===== config.mk =====
export PLATFORM = sky130hd
export DESIGN_NAME = if_fetch_unit
export DESIGN_NICKNAME = d
export VERILOG_FILES = /design/src/rtl/riscv_pkg.sv /design/src/rtl/if_id_reg.sv /design/src/rtl/if_fetch_unit.sv
export SDC_FILE = /design/constraint.sdc
export NUM_CORES = 1
export LEC_CHECK = 0
export BUFFER_PORTS_ARGS = -buffer_cell sky130_fd_sc_hd__buf_2
export CAP_MARGIN = 20
export CORE_ASPECT_RATIO = 2
export CORE_MARGIN = 2
export CORE_UTILIZATION = 25
export CTS_BUF_LIST = sky130_fd_sc_hd__clkbuf_16
export CTS_CLUSTER_DIAMETER = 80
export DETAILED_ROUTE_END_ITERATION = 12
export SYNTH_ARGS = -nofsm -noshare
export SYNTH_HDL_FRONTEND = slang
export SYNTH_SLANG_ARGS = --single-unit

===== constraint.sdc =====
create_clock -name CPU_CLK -period 1.7 [get_ports CPU_CLK]
set_clock_uncertainty 0.15 [all_clocks]
set_input_delay 0.255 -clock CPU_CLK [delete_from_list [all_inputs] [get_ports CPU_CLK]]
set_output_delay 0.255 -clock CPU_CLK [all_outputs]
set_load 0.05 [all_outputs]

===== src/rtl/riscv_pkg.sv =====
// Shared definitions for the IF stage: fetch FSM encoding and architectural constants.
package riscv_pkg;

    typedef enum logic [1:0] {
        REQ,
        WAIT,
        DROP,
        HOLD
    } fetch_state_t;

    localparam logic [31:0] NOP_INSTR        = 32'h0000_0013;
    localparam logic [31:0] RESET_PC_DEFAULT = 32'h0000_0000;

endpackage


===== src/rtl/if_id_reg.sv =====
// IF/ID pipeline register: stall freezes it, flush inserts a bubble, delivery loads a new word.
module if_id_reg
    import riscv_pkg::*;
#(
    parameter int unsigned ADDR_W = 32
) (
    input  logic              clk_i,
    input  logic              rst_ni,
    input  logic              stall_i,
    input  logic              flush_i,
    input  logic              deliver_i,
    input  logic [ADDR_W-1:0] pc_i,
    input  logic [31:0]       instr_i,
    output logic [ADDR_W-1:0] pcd_o,
    output logic [31:0]       instrd_o,
    output logic              validd_o
);

    logic [ADDR_W-1:0] pcd_q, pcd_d;
    logic [31:0]       instr_q, instr_d;
    logic              valid_q, valid_d;

    always_comb begin
        pcd_d   = pcd_q;
        instr_d = instr_q;
        valid_d = valid_q;
        if (stall_i) begin
            // A flush still kills the stalled instruction, but its fields stay put.
            if (flush_i) begin
                valid_d = 1'b0;
            end
        end else if (flush_i) begin
            valid_d = 1'b0;
            instr_d = NOP_INSTR;
        end else if (deliver_i) begin
            pcd_d   = pc_i;
            instr_d = instr_i;
            valid_d = 1'b1;
        end else begin
            valid_d = 1'b0;
        end
    end

    always_ff @(posedge clk_i or negedge rst_ni) begin
        if (!rst_ni) begin
            pcd_q   <= '0;
            instr_q <= NOP_INSTR;
            valid_q <= 1'b0;
        end else begin
            pcd_q   <= pcd_d;
            instr_q <= instr_d;
            valid_q <= valid_d;
        end
    end

    assign pcd_o    = pcd_q;
    assign instrd_o = instr_q;
    assign validd_o = valid_q;

endmodule


===== src/rtl/if_fetch_unit.sv =====
// IF-stage fetch unit: owns PCF, runs the single-outstanding instruction-memory handshake
// and feeds the IF/ID register, surviving stalls, flushes and redirects mid-fetch.
module if_fetch_unit
    import riscv_pkg::*;
#(
    parameter int unsigned       ADDR_W   = 32,
    parameter logic [ADDR_W-1:0] RESET_PC = ADDR_W'(RESET_PC_DEFAULT)
) (
    input  logic              CPU_CLK,
    input  logic              CPU_RST,
    input  logic [ADDR_W-1:0] PC_In,
    input  logic              Redirect,
    input  logic              StallD,
    input  logic              FlushD,
    output logic              IReqValid,
    output logic [ADDR_W-1:0] IReqAddr,
    input  logic              IReqReady,
    input  logic              IRespValid,
    input  logic [31:0]       IRespData,
    output logic [ADDR_W-1:0] PCF,
    output logic [ADDR_W-1:0] PCD,
    output logic [31:0]       InstrD,
    output logic              ValidD,
    output logic              FetchBusy
);

    fetch_state_t      state_q, state_d;
    logic [ADDR_W-1:0] pcf_q, pcf_d;
    logic [31:0]       hold_instr_q, hold_instr_d;
    logic              hold_valid_q, hold_valid_d;

    logic              deliver;
    logic [ADDR_W-1:0] del_pc;
    logic [31:0]       del_instr;
    logic              ireq_valid;
    logic              fetch_busy;

    always_comb begin
        state_d      = state_q;
        pcf_d        = pcf_q;
        hold_instr_d = hold_instr_q;
        hold_valid_d = hold_valid_q;
        deliver      = 1'b0;
        del_pc       = pcf_q;
        del_instr    = IRespData;
        ireq_valid   = 1'b0;
        fetch_busy   = 1'b0;

        unique case (state_q)
            REQ: begin
                ireq_valid = 1'b1;
                fetch_busy = 1'b1;
                if (Redirect) begin
                    pcf_d = PC_In;
                end
                // An accepted request for the old PC must be drained before refetching.
                if (IReqReady) begin
                    state_d = Redirect ? DROP : WAIT;
                end
            end
            WAIT: begin
                fetch_busy = !IRespValid;
                if (Redirect) begin
                    pcf_d   = PC_In;
                    state_d = IRespValid ? REQ : DROP;
                end else if (IRespValid) begin
                    if (StallD) begin
                        hold_valid_d = 1'b1;
                        hold_instr_d = IRespData;
                        state_d      = HOLD;
                    end else begin
                        deliver = 1'b1;
                        pcf_d   = PC_In;
                        state_d = REQ;
                    end
                end
            end
            DROP: begin
                fetch_busy = 1'b1;
                if (Redirect) begin
                    pcf_d = PC_In;
                end
                if (IRespValid) begin
                    state_d = REQ;
                end
            end
            HOLD: begin
                // PCF is frozen while holding, so it still names the buffered word.
                if (Redirect) begin
                    hold_valid_d = 1'b0;
                    pcf_d        = PC_In;
                    state_d      = REQ;
                end else if (!StallD) begin
                    deliver      = hold_valid_q;
                    del_instr    = hold_instr_q;
                    hold_valid_d = 1'b0;
                    pcf_d        = PC_In;
                    state_d      = REQ;
                end
            end
            default: begin
                state_d = REQ;
            end
        endcase
    end

    always_ff @(posedge CPU_CLK or negedge CPU_RST) begin
        if (!CPU_RST) begin
            state_q      <= REQ;
            pcf_q        <= RESET_PC;
            hold_instr_q <= NOP_INSTR;
            hold_valid_q <= 1'b0;
        end else begin
            state_q      <= state_d;
            pcf_q        <= pcf_d;
            hold_instr_q <= hold_instr_d;
            hold_valid_q <= hold_valid_d;
        end
    end

    if_id_reg #(
        .ADDR_W (ADDR_W)
    ) u_if_id_reg (
        .clk_i     (CPU_CLK),
        .rst_ni    (CPU_RST),
        .stall_i   (StallD),
        .flush_i   (FlushD),
        .deliver_i (deliver),
        .pc_i      (del_pc),
        .instr_i   (del_instr),
        .pcd_o     (PCD),
        .instrd_o  (InstrD),
        .validd_o  (ValidD)
    );

    assign IReqValid = ireq_valid;
    assign IReqAddr  = pcf_q;
    assign PCF       = pcf_q;
    assign FetchBusy = fetch_busy;

endmodule

==> qor.yml <==
outcome: "finished, violations left"
violations: "negative setup slack"
dr.pass1.iters: 5
crit_arrival_ps: 1970
fmax_mhz: 550
ys_seq_area_frac: 0.552
pre_cts_slack_ps: -132
layoutNonFillerInstCount: 1016
antenna_found_initial: 0
slew_violations: 0
grt.total_usage: 0.134
viasPerCell: 4.46
area_delta_synth_final_pct: 50.6
p_sw_frac: 0.407
clock_sinks: 132
p_comb_frac: 0.410
clkLatencyLatePin_ps: 440
path_clk_slew_ps: 60
dp_hpwl_mm: 11.0
syn_avg_cell_area_um2: 13.4
hp-start: "IRespValid"
cts.path.max_buffers: 2
synth_nets: 517
rsz0062_at_grt: "yes"
wl_mm: 17.8
root_buffer: "clkbuf_16"
crit_path_start_kind: "flip-flop"
dieArea_um2: 25300
grt_first_pass_wirelength_mm: 25.6
overflow: 0
hold_class: "in2reg"
die_h_um: 223
fin_ws_ps: -117
ios: 202
reg2reg_to: "u_if_id_reg.pcd_o[12]"
cts_buffers: 17
synth-seq-cells: 132
diodes: 0
seqPwrFrac: 0.338
yosys_warnings: 0
hold_viol_final: 0
grt_max_degree: 40
r2r-start: "state_q[1]"
ir_drop_mv: 0.948
cts_tree: "yes"
dp.cells: 898
internal-power_mw: 8.50
post-route-period-util: 1.07
max_cap_violations: 0
grtUsageMet3: 0.0321
drc: 0
drt_iter0_markers: 114
core_area_um2: 23700
rows: 80
h-tree-depth: 4
hold_depth: 3
gp_congestion: 0.705
critPathKind: "reg2reg"
slew_headroom: 0.723
via_count: 4536
busiest_layer: "met2"
worst_pin_slew_ps: 416
initial_utilization: 0.253
syn-cell-area_um2: 6000
finalNetCount: 787
yosysUniqueCellTypes: 30
synthCells: 446
p_sw_mw: 5.84
use_met2: 0.253
io_buffers: 201
critPathCaptureType: "flip-flop"
drive_gt1_frac: 0.534
final_antenna_net_count: 0
reg2reg_slack_ps: -120
rr_worst_depth: 5
period_minus_slack_ps: 1820
clock_power_share: 0.252
grt_pass1_vias: 4711
leakage_nw: 4.49
cp_max_fo: 14
globalRouteMet1Util: 0.136
routedWlPerCell_um: 17.5
min_to: "hold_valid_q"
power_mw: 14.3
chipWidth_um: 114
setup_viol: 116
powerDensity_nw_per_um2: 1590
critical_path_required_ps: 1860
## power groups by stage
stage	clock network, mW	logic [mW]	registers, mW
5_1_grt	3.85	6.15	4.97
3_5_place_dp	0	5.38	4.85
4_1_cts	3.73	5.76	4.82
2_1_floorplan	0	1.92	7.05
6_report	3.61	5.88	4.85
3_3_place_gp	0	5.32	4.83
## layer usage
metal | share of wire | up-vias
li1 | - | 2084
met4 | 0.016 | 0
met2 | 0.59 | 152
met1 | 0.36 | 2281
met3 | 0.041 | 19
met5 | 0 | -
## stage by stage
| step | cell area [µm²] | setup TNS, ps | hold WS [ps] | utilization |
|---|---|---|---|---|
| 3_3_place_gp | 7230 | -6600 | 46.9 | 0.305 |
| 6_report | 9030 | -8020 | 92.1 | 0.381 |
| 2_1_floorplan | 6020 | -2370 | -191 | - |
| 5_1_grt | 9030 | -14340 | 98.0 | 0.381 |
| 3_5_place_dp | 7230 | -9150 | 47.7 | 0.305 |
| 4_1_cts | 8740 | -6150 | 66.1 | 0.369 |
## area by class of cell
type                    instances  area [µm²]
repair buffers                312        2330
clock inverters                15         149
well taps                     287         359
flip-flops and latches        132        3310
inverters                       4        15.0
fillers                      2259       14700
multi-input cells             249        2440
clock buffers                  17         425
## cell families after synthesis
kind of cell    after synthesis  share of synthesized area
flops                       132                      0.552
mux                         130                      0.255
simple gates                 77                     0.0576
buf+inv                      65                     0.0758
compound gates               42                     0.0597
## sequential cells by signal, summed over array words and instances, names as in the netlist
register	flops
IReqAddr	32
u_if_id_reg.pcd_o	32
hold_valid_q	1
u_if_id_reg.validd_o	1
hold_instr_q	32
u_if_id_reg.instrd_o	32
state_q	2
## critical path, stage by stage, from the launching register on
cell and delay [ps]:
dfrtp_1 400, buf_6 130, mux2_4 320, and3_4 210, buf_12 160, mux2_4 300
## synthesized netlist by cell type
| master | count | share of area |
|---|---|---|
| and3_1 | 1 | 0.0010 |
| a221oi_2 | 3 | 0.0075 |
| nor4b_4 | 1 | 0.0040 |
| mux2_4 | 28 | 0.070 |
| mux2_1 | 2 | 0.0038 |
| nand3b_1 | 1 | 0.0013 |
| o21ai_0 | 4 | 0.0033 |
| dfrtp_1 | 126 | 0.53 |
| o31a_1 | 1 | 0.0015 |
| o221ai_1 | 29 | 0.042 |
| inv_1 | 4 | 0.0025 |
| and2b_2 | 1 | 0.0015 |
| a31oi_1 | 1 | 0.0010 |
| a21oi_1 | 3 | 0.0025 |
| and2_2 | 1 | 0.0013 |
| nor3b_2 | 1 | 0.0021 |
| nor2b_1 | 3 | 0.0031 |
| buf_4 | 35 | 0.044 |
| a221oi_1 | 1 | 0.0015 |
| clkbuf_1 | 9 | 0.0056 |
| mux2i_1 | 33 | 0.055 |
| and2b_1 | 1 | 0.0013 |
| buf_2 | 12 | 0.010 |
| dfstp_2 | 6 | 0.026 |
| mux2_2 | 67 | 0.13 |
| buf_12 | 3 | 0.010 |
| nor2_1 | 5 | 0.0031 |
| buf_6 | 2 | 0.0038 |
| nand2_1 | 61 | 0.038 |
| nand3_1 | 1 | 0.00083 |
## layout by cell type, fill, tap and decap left out, types with 2 or more instances in the layout
cell / count
o21ai_0: 3
clkinv_2: 2
mux2i_2: 2
inv_1: 5
buf_12: 11
dfrtp_1: 126
buf_8: 2
buf_6: 6
buf_4: 22
mux2_4: 60
clkinv_1: 5
o221ai_1: 29
nor2_1: 4
a221oi_2: 3
nand2_1: 61
mux2_2: 36
clkinvlp_4: 3
dfstp_2: 6
buf_2: 195
a21oi_1: 3
bufinv_16: 3
mux2i_4: 3
clkbuf_16: 22
dlygate4sd3_1: 68
nor2b_1: 3
mux2i_1: 28
## worst max path at each step
| stage | startpoint | to | slack [ps] | depth (start not counted) |
|---|---|---|---|---|
| global placement | Redirect | hold_instr_q[16] | -110 | 5 |
| global route | state_q[1] | u_if_id_reg.pcd_o[2] | -160 | 5 |
| CTS | state_q[1] | u_if_id_reg.pcd_o[2] | -100 | 5 |
| floorplan | state_q[1] | u_if_id_reg.pcd_o[10] | -90 | 6 |
| detailed placement | Redirect | u_if_id_reg.instrd_o[23] | -130 | 4 |
| finish | state_q[1] | u_if_id_reg.pcd_o[12] | -120 | 5 |
## timing repair
item	in CTS	in global routing
pin swaps	1	2
hold endpoints to repair	212	0
endpoints found under the setup margin	124	126
setup buffers	3	6
cloned	3	6
hold buffers	68	0
resized for setup	42	25
No activity file was read; power rests on OpenSTA's default activity.
